--- src/rtl/if_fetch_queue_if.sv ---
// Fetch-queue bus bundle: I-cache request/response, redirect, and decode handshake.
interface if_fetch_queue_if;
    logic        ICACHE_ren;
    logic [29:0] ICACHE_addr;
    logic        ICACHE_stall;
    logic [31:0] ICACHE_rdata;
    logic        redirect;
    logic [31:0] redirect_pc;
    logic        id_ready;
    logic        id_valid;
    logic [31:0] id_instr;
    logic [31:0] id_pc;

    modport master (
        output ICACHE_ren, ICACHE_addr, id_valid, id_instr, id_pc,
        input  ICACHE_stall, ICACHE_rdata, redirect, redirect_pc, id_ready
    );

    modport slave (
        input  ICACHE_ren, ICACHE_addr, id_valid, id_instr, id_pc,
        output ICACHE_stall, ICACHE_rdata, redirect, redirect_pc, id_ready
    );
endinterface

--- src/rtl/if_fetch_queue.sv ---
// Instruction fetch stage: owns the fetch PC, reads the I-cache one word at a time
// and buffers {instr, pc} pairs in a small FIFO feeding decode.
module if_fetch_queue #(
    parameter int unsigned DEPTH    = 2,
    parameter logic [31:0] RESET_PC = 32'h0000_0000
) (
    input logic             clk,
    input logic             rst_n,
    if_fetch_queue_if.master bus
);

    localparam int unsigned AW = (DEPTH > 1) ? $clog2(DEPTH) : 1;
    localparam int unsigned CW = AW + 1;

    typedef enum logic {
        RUN   = 1'b0,
        DRAIN = 1'b1
    } state_t;

    typedef struct packed {
        logic [31:0] instr;
        logic [31:0] pc;
    } entry_t;

    state_t         state_q;
    logic [31:0]    pc_q;
    logic [31:0]    target_q;
    logic           pending_q;
    logic [CW-1:0]  count_q;
    logic [AW-1:0]  rd_ptr_q;
    logic [AW-1:0]  wr_ptr_q;
    entry_t         mem_q [DEPTH];

    logic           valid_c;
    logic           pop_c;
    logic           ren_c;
    logic           done_c;
    logic           push_c;
    logic [31:0]    redir_pc_c;
    entry_t         head_c;

    // A stalled request keeps ren high via pending_q, so addr (pc_q) cannot move mid-miss.
    always_comb begin
        valid_c    = (state_q == RUN) && (count_q != '0);
        pop_c      = valid_c && bus.id_ready && !bus.redirect;
        ren_c      = rst_n && ((state_q == DRAIN) || pending_q ||
                               (count_q < CW'(DEPTH)) || (valid_c && bus.id_ready));
        done_c     = ren_c && !bus.ICACHE_stall;
        push_c     = (state_q == RUN) && done_c && !bus.redirect;
        redir_pc_c = bus.redirect_pc & 32'hFFFF_FFFC;
        head_c     = mem_q[rd_ptr_q];
    end

    assign bus.ICACHE_ren  = ren_c;
    assign bus.ICACHE_addr = pc_q[31:2];
    assign bus.id_valid    = valid_c;
    assign bus.id_instr    = head_c.instr;
    assign bus.id_pc       = head_c.pc;

    always_ff @(posedge clk or negedge rst_n) begin
        if (!rst_n) begin
            state_q   <= RUN;
            pc_q      <= RESET_PC;
            target_q  <= '0;
            pending_q <= 1'b0;
            count_q   <= '0;
            rd_ptr_q  <= '0;
            wr_ptr_q  <= '0;
            mem_q     <= '{default: '0};
        end else begin
            case (state_q)
                RUN: begin
                    if (bus.redirect) begin
                        count_q   <= '0;
                        rd_ptr_q  <= '0;
                        wr_ptr_q  <= '0;
                        pending_q <= 1'b0;
                        // A miss in flight must finish at its old address before refetch.
                        if (ren_c && bus.ICACHE_stall) begin
                            target_q <= redir_pc_c;
                            state_q  <= DRAIN;
                        end else begin
                            pc_q <= redir_pc_c;
                        end
                    end else begin
                        pending_q <= ren_c && bus.ICACHE_stall;
                        if (push_c) begin
                            mem_q[wr_ptr_q] <= '{instr: bus.ICACHE_rdata, pc: pc_q};
                            wr_ptr_q        <= wr_ptr_q + 1'b1;
                            pc_q            <= pc_q + 32'd4;
                        end
                        if (pop_c) begin
                            rd_ptr_q <= rd_ptr_q + 1'b1;
                        end
                        if (push_c && !pop_c) begin
                            count_q <= count_q + 1'b1;
                        end else if (!push_c && pop_c) begin
                            count_q <= count_q - 1'b1;
                        end
                    end
                end
                DRAIN: begin
                    if (bus.redirect) begin
                        target_q <= redir_pc_c;
                    end
                    if (!bus.ICACHE_stall) begin
                        pc_q    <= bus.redirect ? redir_pc_c : target_q;
                        state_q <= RUN;
                    end
                end
                default: state_q <= RUN;
            endcase
        end
    end

endmodule

--- src/flat_wrapper.sv ---
// flat-port wrapper written by rule: the top's interface ports become plain ports
module if_fetch_queue_flat 
#(
    parameter int unsigned DEPTH    = 2,
    parameter logic [31:0] RESET_PC = 32'h0000_0000
)
  (clk, rst_n, bus_ICACHE_ren, bus_ICACHE_addr, bus_id_valid, bus_id_instr, bus_id_pc, bus_ICACHE_stall, bus_ICACHE_rdata, bus_redirect, bus_redirect_pc, bus_id_ready);
  if_fetch_queue_if bus_i ();
  input logic clk;
  input logic rst_n;
  output wire logic [$bits(bus_i.ICACHE_ren)-1:0] bus_ICACHE_ren;
  output wire logic [$bits(bus_i.ICACHE_addr)-1:0] bus_ICACHE_addr;
  output wire logic [$bits(bus_i.id_valid)-1:0] bus_id_valid;
  output wire logic [$bits(bus_i.id_instr)-1:0] bus_id_instr;
  output wire logic [$bits(bus_i.id_pc)-1:0] bus_id_pc;
  input wire logic [$bits(bus_i.ICACHE_stall)-1:0] bus_ICACHE_stall;
  input wire logic [$bits(bus_i.ICACHE_rdata)-1:0] bus_ICACHE_rdata;
  input wire logic [$bits(bus_i.redirect)-1:0] bus_redirect;
  input wire logic [$bits(bus_i.redirect_pc)-1:0] bus_redirect_pc;
  input wire logic [$bits(bus_i.id_ready)-1:0] bus_id_ready;
  assign bus_ICACHE_ren = bus_i.ICACHE_ren;
  assign bus_ICACHE_addr = bus_i.ICACHE_addr;
  assign bus_id_valid = bus_i.id_valid;
  assign bus_id_instr = bus_i.id_instr;
  assign bus_id_pc = bus_i.id_pc;
  assign bus_i.ICACHE_stall = bus_ICACHE_stall;
  assign bus_i.ICACHE_rdata = bus_ICACHE_rdata;
  assign bus_i.redirect = bus_redirect;
  assign bus_i.redirect_pc = bus_redirect_pc;
  assign bus_i.id_ready = bus_id_ready;
  if_fetch_queue #(.DEPTH(DEPTH), .RESET_PC(RESET_PC)) u_core (.clk(clk), .rst_n(rst_n), .bus(bus_i));
endmodule
--- config.mk ---
export PLATFORM = sky130hd
export DESIGN_NAME = if_fetch_queue_flat
export DESIGN_NICKNAME = d
export VERILOG_FILES = /design/src/rtl/if_fetch_queue_if.sv /design/src/rtl/if_fetch_queue.sv /design/src/flat_wrapper.sv
export SDC_FILE = /design/constraint.sdc
export NUM_CORES = 1
export LEC_CHECK = 0
export ABC_CLOCK_PERIOD_IN_PS = 1950
export BUFFER_PORTS_ARGS = -buffer_cell sky130_fd_sc_hd__buf_2
export CAP_MARGIN = 20
export CORE_MARGIN = 2
export CORE_UTILIZATION = 51
export CTS_CLUSTER_DIAMETER = 200
export DETAILED_ROUTE_END_ITERATION = 16
export HOLD_SLACK_MARGIN = 0.08
export PLACE_DENSITY = 0.76
export SYNTH_ARGS = -nofsm -noshare
export SYNTH_HDL_FRONTEND = slang
export SYNTH_SLANG_ARGS = --single-unit
--- constraint.sdc ---
create_clock -name clk -period 1.95 [get_ports clk]
set_input_delay 0 -clock clk [delete_from_list [all_inputs] [get_ports clk]]
set_output_delay 0 -clock clk [all_outputs]
set_load 0.02 [all_outputs]
# --- Word-level counts from Yosys, hierarchy flattened ---
# Index checks and enable logic that the tools add are counted.
word_totals:
  regBits: 198
  elab_cells: 84
  out_inout_bits: 96
classes:
  eq_ne: 5
  n_mux: 27
  bitwise: 4
  order_cmp: 4
  addsub: 5
  reduce_logical: 28
ops:
  columns: ["cell", "n"]
  rows:
  - ["64-bit two-way mux", 4]
  - ["32-bit two-way mux", 7]
  - ["128-bit bitwise mux", 1]
  - ["32-bit case mux with 2 select lines", 2]
  - ["64-bit demux with 1-bit select", 1]
  - ["32-bit by 3-bit adder with 32-bit output (second input constant)", 1]
  - ["1-bit logical AND", 11]
  - ["1-bit two-way mux", 8]
  - ["2-bit AND reduction", 4]
  - ["2-bit two-way mux", 3]
  - ["2-bit != test (second input constant)", 3]
  - ["3-bit AND reduction", 2]
  - ["2-bit nonzero test", 3]
  - ["2-bit greater-or-equal comparator (second input constant)", 2]
  - ["1-bit logical NOT", 4]
  - ["1-bit inverter with 2-bit output", 2]
  - ["1-bit logical OR", 3]
  - ["3-bit by 2-bit != test with 1-bit output (second input constant)", 1]
  - ["3-bit != test (second input constant)", 1]
  - ["3-bit nonzero test", 1]
  - ["1-bit adder (second input constant)", 2]
  - ["2-bit by 1-bit adder with 2-bit output (second input constant)", 1]
  - ["2-bit by 1-bit less-than comparator with 1-bit output (second input constant)", 1]
  - ["2-bit less-than comparator (second input constant)", 1]
  - ["other kinds (3)", 4]

# --- Longest topological paths before layout ---
# Gate-level depths: netlist of run 1.
depth:
  word_depth: 13
  mapped_depth: 8
  depth_no_buf: 6

# --- Least setup slack after synthesis of run 1 ---
# Ideal clock, no wire load.
synth_timing:
  path_kind: "reg-to-reg"
  start: "register u_core.state_q"
  end: "register u_core.mem_q[100] (netlist name)"
  synth_period_minus_slack_ps: 2040
  setup_slack_ps: -90
  stages_incl_launch_ff: 8
  required_time_ps: 1825
  setup_ps: 125
  t_arrival_ps: 1916
  cell_sequence: "dfrtp_1 buf_6 or4b_4 and4_4 nand2b_1 buf_4 buf_6 mux2_2"
synth_via:
  elab_chain_cells: 9
synth_lines:
  columns: ["item", "line", "rtl"]
  rows:
  - ["start: declaration", "if_fetch_queue.sv:25", "state_t state_q;"]
  - ["start signal: assignment", "if_fetch_queue.sv:62", "state_q <= RUN;"]
  - ["start signal: assignment", "if_fetch_queue.sv:81", "state_q <= DRAIN;"]
  - ["start signal: assignment", "if_fetch_queue.sv:108", "state_q <= RUN;"]
  - ["1-bit inverter (no line)", null, null]
  - ["1-bit logical AND", "if_fetch_queue.sv:44", "valid_c = (state_q == RUN) && (count_q != '0);"]
  - ["1-bit logical AND", "if_fetch_queue.sv:47", "(count_q < CW'(DEPTH)) || (valid_c && bus.id_ready));"]
  - ["1-bit logical OR", "if_fetch_queue.sv:47", null]
  - ["1-bit logical AND", "if_fetch_queue.sv:46", "ren_c = rst_n && ((state_q == DRAIN) || pending_q ||"]
  - ["1-bit logical AND", "if_fetch_queue.sv:48", "done_c = ren_c && !bus.ICACHE_stall;"]
  - ["1-bit logical AND (2 in series)", "if_fetch_queue.sv:49", "push_c = (state_q == RUN) && done_c && !bus.redirect;"]
  - ["3-bit AND reduction (no line) (*)", null, null]
  - ["end signal: indexed assignment", "if_fetch_queue.sv:88", "mem_q[wr_ptr_q] <= '{instr: bus.ICACHE_rdata, pc: pc_q};"]
  - ["end: declaration", "if_fetch_queue.sv:32", "entry_t mem_q [DEPTH];"]
# Mark *: on every way between the ends. The rest lies on a longest branch, timed or not.
# A chain may end at the register's enable or synchronous reset.

# --- Worst setup path after layout of run 1 ---
layout_timing:
  start: "register u_core.state_q"
  end: "register u_core.mem_q[99] (netlist name)"
# Same word-level chain as after synthesis.

==> results of run 1 <==
==> what timing repair did <==
action,in CTS,in global routing
pin swaps,0,3
endpoints found under the setup margin,102,150
hold buffers,67,0
setup buffers,1,11
gates resized for setup,6,104
hold endpoints to repair,328,0
gates cloned,0,12
==> state kept, by name, indices dropped and copies added (netlist names) <==
register	flops
u_core.wr_ptr_q	1
u_core.count_q	2
u_core.rd_ptr_q	1
u_core.target_q	32
u_core.pc_q	32
u_core.mem_q	128
u_core.pending_q	1
u_core.state_q	1
==> synth_stat cells, types with 4 or more instances <==
| master | count |
|---|---|
| sky130_fd_sc_hd__a31oi_1 | 14 |
| sky130_fd_sc_hd__xnor2_1 | 5 |
| sky130_fd_sc_hd__a22oi_1 | 7 |
| sky130_fd_sc_hd__inv_1 | 10 |
| sky130_fd_sc_hd__a222oi_1 | 10 |
| sky130_fd_sc_hd__buf_2 | 6 |
| sky130_fd_sc_hd__a22o_1 | 6 |
| sky130_fd_sc_hd__a21oi_1 | 13 |
| sky130_fd_sc_hd__clkbuf_1 | 19 |
| sky130_fd_sc_hd__o21ai_1 | 4 |
| sky130_fd_sc_hd__nor2_1 | 32 |
| sky130_fd_sc_hd__o2bb2ai_1 | 4 |
| sky130_fd_sc_hd__o21ai_0 | 57 |
| sky130_fd_sc_hd__buf_4 | 31 |
| sky130_fd_sc_hd__dfrtp_1 | 198 |
| sky130_fd_sc_hd__buf_6 | 20 |
| sky130_fd_sc_hd__nor2b_1 | 4 |
| sky130_fd_sc_hd__nand3_1 | 12 |
| sky130_fd_sc_hd__nand4_1 | 5 |
| sky130_fd_sc_hd__nor3_1 | 6 |
| sky130_fd_sc_hd__mux2i_1 | 5 |
| sky130_fd_sc_hd__mux2_2 | 207 |
| sky130_fd_sc_hd__o22ai_2 | 4 |
| sky130_fd_sc_hd__o31a_1 | 5 |
| sky130_fd_sc_hd__and3_1 | 8 |
| sky130_fd_sc_hd__nand2_1 | 34 |
==> tightest hold or removal path, stage by stage <==
cell and delay, ps:
sky130_fd_sc_hd__buf_2 250, sky130_fd_sc_hd__a221oi_1 80, sky130_fd_sc_hd__o21ai_0 150
==> path summary, 6_finish.rpt <==
check	from	end	slack [ps]	cells after the start
worst max-delay path	u_core.state_q	u_core.mem_q[99]	-70	6
worst min-delay path	bus_redirect	u_core.pc_q[15]	100	3
worst max register to register	u_core.state_q	u_core.mem_q[99]	-70	6
worst min register to register	u_core.mem_q[81]	u_core.mem_q[81]	470	2
max in group asynchronous	rst_n	u_core.mem_q[42]	810	3
min in group asynchronous	rst_n	u_core.target_q[7]	360	3
==> power breakdown <==
group	internal, uW	switching (uW)
Combinational	2640	2420
Clock	2150	1490
Sequential	5380	785
Total	10200	4700
==> final cells by class <==
type / count / area [sq um]
clock buffers: 23 / 488
clock inverters: 7 / 120
fillers: 1320 / 5820
inverters: 12 / 45.0
multi-input cells: 484 / 4450
flip-flops and latches: 198 / 4960
well taps: 234 / 293
repair buffers: 308 / 2470
==> through the flow <==
| step | total power, uW | area, sq um | hold WS (ps) | utilization (%) | std cells |
|---|---|---|---|---|---|
| 6_report | 14900 | 12800 | 101 | 68.8 | 1266 |
| 5_1_grt | 15600 | 12800 | 150 | 68.8 | 1266 |
| 4_1_cts | 14200 | 12100 | 87.3 | 64.8 | 1243 |
| 3_5_place_dp | 10500 | 10800 | -151 | 57.8 | 1145 |
| 3_3_place_gp | 10300 | 10800 | -154 | 57.8 | 1145 |
| 2_1_floorplan | 9130 | 9650 | -296 | - | 773 |
==> cell families (layout without fill, tap and decap cells) <==
logic type / after synthesis / after routing / share of synthesized area (%)
AOI/OAI and AO/OA: 145 / 145 / 10.3
adders and majority gates: 1 / 1 / 0.130
and+or+nand+nor: 120 / 120 / 6.48
xor gates and xnor gates: 5 / 5 / 0.454
muxes: 213 / 213 / 24.8
buffers and inverters: 91 / 350 / 6.41
DFF: 198 / 198 / 51.4
==> layer usage <==
metal	track usage, %	up-vias	wire length [microns]
met5	0	-	0
met1	31.4	3616	11100
met4	6.84	0	450
li1	-	3291	-
met2	36.6	277	11800
met3	4.29	31	1370
==> results.json, run 1 <==
{
  "status": "finished with violations",
  "failing_checks": "negative setup slack",
  "most_frequent_standard_cell_in_the_layout_excluding_fill_and_tap_cells": "sky130_fd_sc_hd__dfrtp_1",
  "netlist-cell-type-count": 58,
  "tightestPinTransition_ps": 1040,
  "worst_setup_path_end_kind": "flop",
  "antenna-diode-count": 0,
  "worst_path_max_delay_cell": "sky130_fd_sc_hd__or4b_4",
  "place_ws_ps": -63.8,
  "criticalPathCategory": "flop to flop",
  "cts_max_level": 4,
  "report.final.setup_viol": 88,
  "drc": 0,
  "critical_path.startpoint_type": "flop",
  "rsz_0062_raised_after_global_routing": "yes",
  "syn_inst": 773,
  "critical_path.max_fanout": 6,
  "vias": 7215,
  "std_cell_rows": 50,
  "fin_skew_ps": 12.5,
  "number_of_enable_type_register_cells_in_the_synthesized_netlist": 0,
  "finish.net_count": 1091,
  "power-per-cell-area_nw_per_um2": 1160,
  "leakagePower_uw": 0.00619,
  "synth_top_cell_by_area": "sky130_fd_sc_hd__dfrtp_1",
  "async_reset_ff_share_pct": 100,
  "cts-buffers-inserted": 17,
  "synth_warnings": 0,
  "synth_seq_area_share_pct": 51.4,
  "core_area_sq_um": 18600,
  "io_buffers": 162,
  "hold_viol_final": 0,
  "layout_common_cells": "sky130_fd_sc_hd__dfrtp_1, sky130_fd_sc_hd__buf_2, sky130_fd_sc_hd__mux2_2",
  "post_synth_main_area_contributors": "sky130_fd_sc_hd__dfrtp_1, sky130_fd_sc_hd__mux2_2, sky130_fd_sc_hd__o21ai_0",
  "syn_area_sq_um": 9640,
  "final_max_slew_viol_count": 0,
  "grt_start_max_net_pins": 192,
  "root_buffer": "sky130_fd_sc_hd__clkbuf_16",
  "cp_slowest_stage_delay_ps": 550,
  "top_delay_family_on_crit_path": "simple AND/OR/NAND/NOR gates",
  "minimum_clock_period_after_layout_ps": 2020,
  "syn2layout_area_growth_pct": 33.1,
  "floorplan.initialDensity_pct": 51.7,
  "timing.max_cap.violations": 0,
  "chipWidth_microns": 141,
  "clock_latency_ps": 430,
  "yosys.area.top_type_share_pct": 51.4,
  "drt-wirelength-per-cell_microns": 19.5,
  "hold_class": "primary input to flop",
  "dp_hpwl_mm": 14.8,
  "synth_ff_type": "sky130_fd_sc_hd__dfrtp_1",
  "tritoncts": "built",
  "boundaryPins": 165,
  "postLayoutSetupSlackWorst_ps": -65.3,
  "detail_route.iter0.violations": 744,
  "detailedRoute.firstPassIterationCount": 6,
  "grt_first_pass_wirelength_mm": 35.7,
  "min_period_over_period_pct": 103,
  "finalWeightedCongestion": 0.828,
  "floorplan.die_area_sq_um": 20000,
  "cts.path.max_buffers": 2,
  "wl_mm": 24.7,
  "syn_area_per_cell_sq_um": 12.5,
  "worstPathBufferInverterCount": 2,
  "cts.reportedPaths.clkPinSlew_ps": 70,
  "timing.critical_path.arrival_ps": 2330,
  "route.antenna.remaining_nets": 0,
  "synth-seq-cells": 198,
  "post_drt_via_cell_ratio": 5.70,
  "drive_gt1_share_pct": 48.9,
  "final.setup.tns_ps": -3520,
  "grt_pass1_vias": 6816,
  "antenna_found_initial": 0,
  "peakVddDrop_mv": 0.651,
  "timing.slew.headroom_pct": 30.6,
  "globalRouteTotalUtil_pct": 22.7,
  "worst-endpoint-required_ps": 2260,
  "cts.sinks": 198,
  "grt-ovfl-total": 0,
  "syn-num-nets": 843,
  "fmax_ghz": 0.496,
  "die_height_microns": 141,
  "crit_path_cell_trace": "or4b_4, and4_4, nand2b_4, buf_12, clkbuf_16, mux2_4"
}
No activity file was read; power rests on OpenSTA's default activity.
==> run 2, diff against run 1 <==
--- a/constraint.sdc
+++ b/constraint.sdc
@@ -3,2 +3,2 @@
 set_output_delay 0 -clock clk [all_outputs]
-set_load 0.02 [all_outputs]
+set_load 0.005 [all_outputs]
==> results.json, run 2 (same netlist as run 1, synthesis figures left out) <==
{
  "status": "finished with violations",
  "failing_checks": "negative setup slack",
  "drc": 0,
  "peakVddDrop_mv": 0.623,
  "critical_path.startpoint_type": "flop",
  "grt_start_max_net_pins": 106,
  "max_flop_register": "u_core.mem_q",
  "drt-wirelength-per-cell_microns": 18.4,
  "power-per-cell-area_nw_per_um2": 1100,
  "detail_route.iter0.violations": 517,
  "rsz_0062_raised_after_global_routing": "yes",
  "clock_latency_ps": 430,
  "floorplan.die_area_sq_um": 20000,
  "cts-buffers-inserted": 17,
  "route.antenna.remaining_nets": 0,
  "globalRouteTotalUtil_pct": 22.8,
  "die_height_microns": 141,
  "final-instance-count-excl-fill": 1254,
  "most_frequent_standard_cell_in_the_layout_excluding_fill_and_tap_cells": "sky130_fd_sc_hd__dfrtp_1",
  "grt_first_pass_wirelength_mm": 36.0,
  "cts.reportedPaths.clkPinSlew_ps": 70,
  "timing.slew.headroom_pct": 44.4,
  "cts.path.max_buffers": 2,
  "critical_path.max_fanout": 22,
  "worst-endpoint-required_ps": 2260,
  "antenna_found_initial": 0,
  "cts.sinks": 198,
  "reg_top3": "u_core.mem_q (128), u_core.pc_q (32), u_core.target_q (32)",
  "final_max_slew_viol_count": 0,
  "largest_reg_flops": 128,
  "detailedRoute.firstPassIterationCount": 7,
  "r2r_setup_slack_ps": -20,
  "finish.net_count": 1080,
  "minimum_clock_period_after_layout_ps": 1970,
  "leakagePower_uw": 0.00576,
  "timing.critical_path.arrival_ps": 2290,
  "antenna-diode-count": 0,
  "drive_gt1_share_pct": 48.5,
  "io_buffers": 162,
  "syn2layout_area_growth_pct": 27.2,
  "grt-ovfl-total": 0,
  "vias": 7157,
  "cts_max_level": 4,
  "fin_skew_ps": 9.80,
  "dp_hpwl_mm": 15.2,
  "wl_mm": 23.1,
  "layout_common_cells": "sky130_fd_sc_hd__dfrtp_1, sky130_fd_sc_hd__mux2_2, sky130_fd_sc_hd__buf_2",
  "grt_pass1_vias": 6835,
  "worst_setup_path_end_kind": "flop",
  "min_period_over_period_pct": 101,
  "chipWidth_microns": 141,
  "timing.max_cap.violations": 0,
  "postLayoutSetupSlackWorst_ps": -24.2,
  "final.fill_count": 1427,
  "std_cell_rows": 50,
  "number_of_instances_in_the_placed_design": 1150,
  "fmax_ghz": 0.507,
  "timing.hold.ws_ps": 198,
  "tightestPinTransition_ps": 833,
  "finalWeightedCongestion": 0.824,
  "floorplan.initialDensity_pct": 51.7,
  "hold_viol_final": 0,
  "hold_class": "primary input to async pin",
  "core_area_sq_um": 18600,
  "post_drt_via_cell_ratio": 5.71,
  "report.final.setup_viol": 28,
  "criticalPathCategory": "flop to flop",
  "boundaryPins": 165,
  "tritoncts": "built",
  "root_buffer": "sky130_fd_sc_hd__clkbuf_16"
}
## run 2: path summary, 6_finish.rpt
kind                                           from                   to  depth (start not counted)
worst max-delay path               u_core.pending_q     u_core.mem_q[92]                          5
worst min-delay path                          rst_n  u_core.target_q[29]                          3
worst max register to register     u_core.pending_q     u_core.mem_q[92]                          5
worst min register to register     u_core.mem_q[80]     u_core.mem_q[80]                          2
max in group asynchronous                     rst_n     u_core.mem_q[39]                          4
min in group clk                bus_redirect_pc[31]  u_core.target_q[31]                          3
## run 2: cell type report
type | instances | area, sq um | share of cell area, %
Sequential cell | 198 | 4960 | 40.4
Multi-Input combinational cell | 484 | 4220 | 34.4
Timing Repair Buffer | 297 | 2170 | 17.7
Clock buffer | 21 | 480 | 3.92
Tap cell | 234 | 293 | 2.39
Clock inverter | 8 | 100 | 0.816
Inverter | 12 | 45.0 | 0.367
## run 2: critical path, stage by stage (launching register included)
cell and delay (ps):
sky130_fd_sc_hd__dfrtp_1 380, sky130_fd_sc_hd__or4b_4 540, sky130_fd_sc_hd__and4_4 230, sky130_fd_sc_hd__nand2b_4 140, sky130_fd_sc_hd__buf_12 200, sky130_fd_sc_hd__mux2_2 350
## run 2: what timing repair did
action                                  in CTS  in global routing
setup buffers                                0                  8
resized for setup                            8                 43
hold buffers                                67                  0
pin swaps                                    1                  5
endpoints found under the setup margin      48                144
endpoints found under the hold margin      158                  0
## run 2: report_power, final
| group | switching [uW] | internal, uW | leakage, uW |
|---|---|---|---|
| registers | 755 | 5380 | 0.00246 |
| clock network | 1500 | 2000 | 0.000275 |
| logic | 1570 | 2280 | 0.00302 |
| total | 3830 | 9660 | 0.00576 |
## run 2: stage by stage
step | instance area (sq um) | setup WS, ps | power (uW) | utilization, % | TNS [ps]
after floorplan | 9650 | -23.2 | 8330 | - | -1320
after CTS | 12100 | -21.4 | 13400 | 64.7 | -285
after detailed placement | 10800 | -122 | 9740 | 57.9 | -686
after global routing | 12300 | -73.4 | 14200 | 65.8 | -4020
after global placement | 10800 | -74.0 | 9540 | 57.9 | -187
final | 12300 | -24.2 | 13500 | 65.8 | -387
## run 2: layer usage
metal	wire [microns]	vias to the layer above	GRT usage [%]	share of wire [%]
met4	385	0	6.37	1.7
met2	11100	251	37.1	48
li1	-	3278	-	-
met1	10400	3603	31.2	45
met5	0	-	0	0
met3	1250	25	5.03	5.4
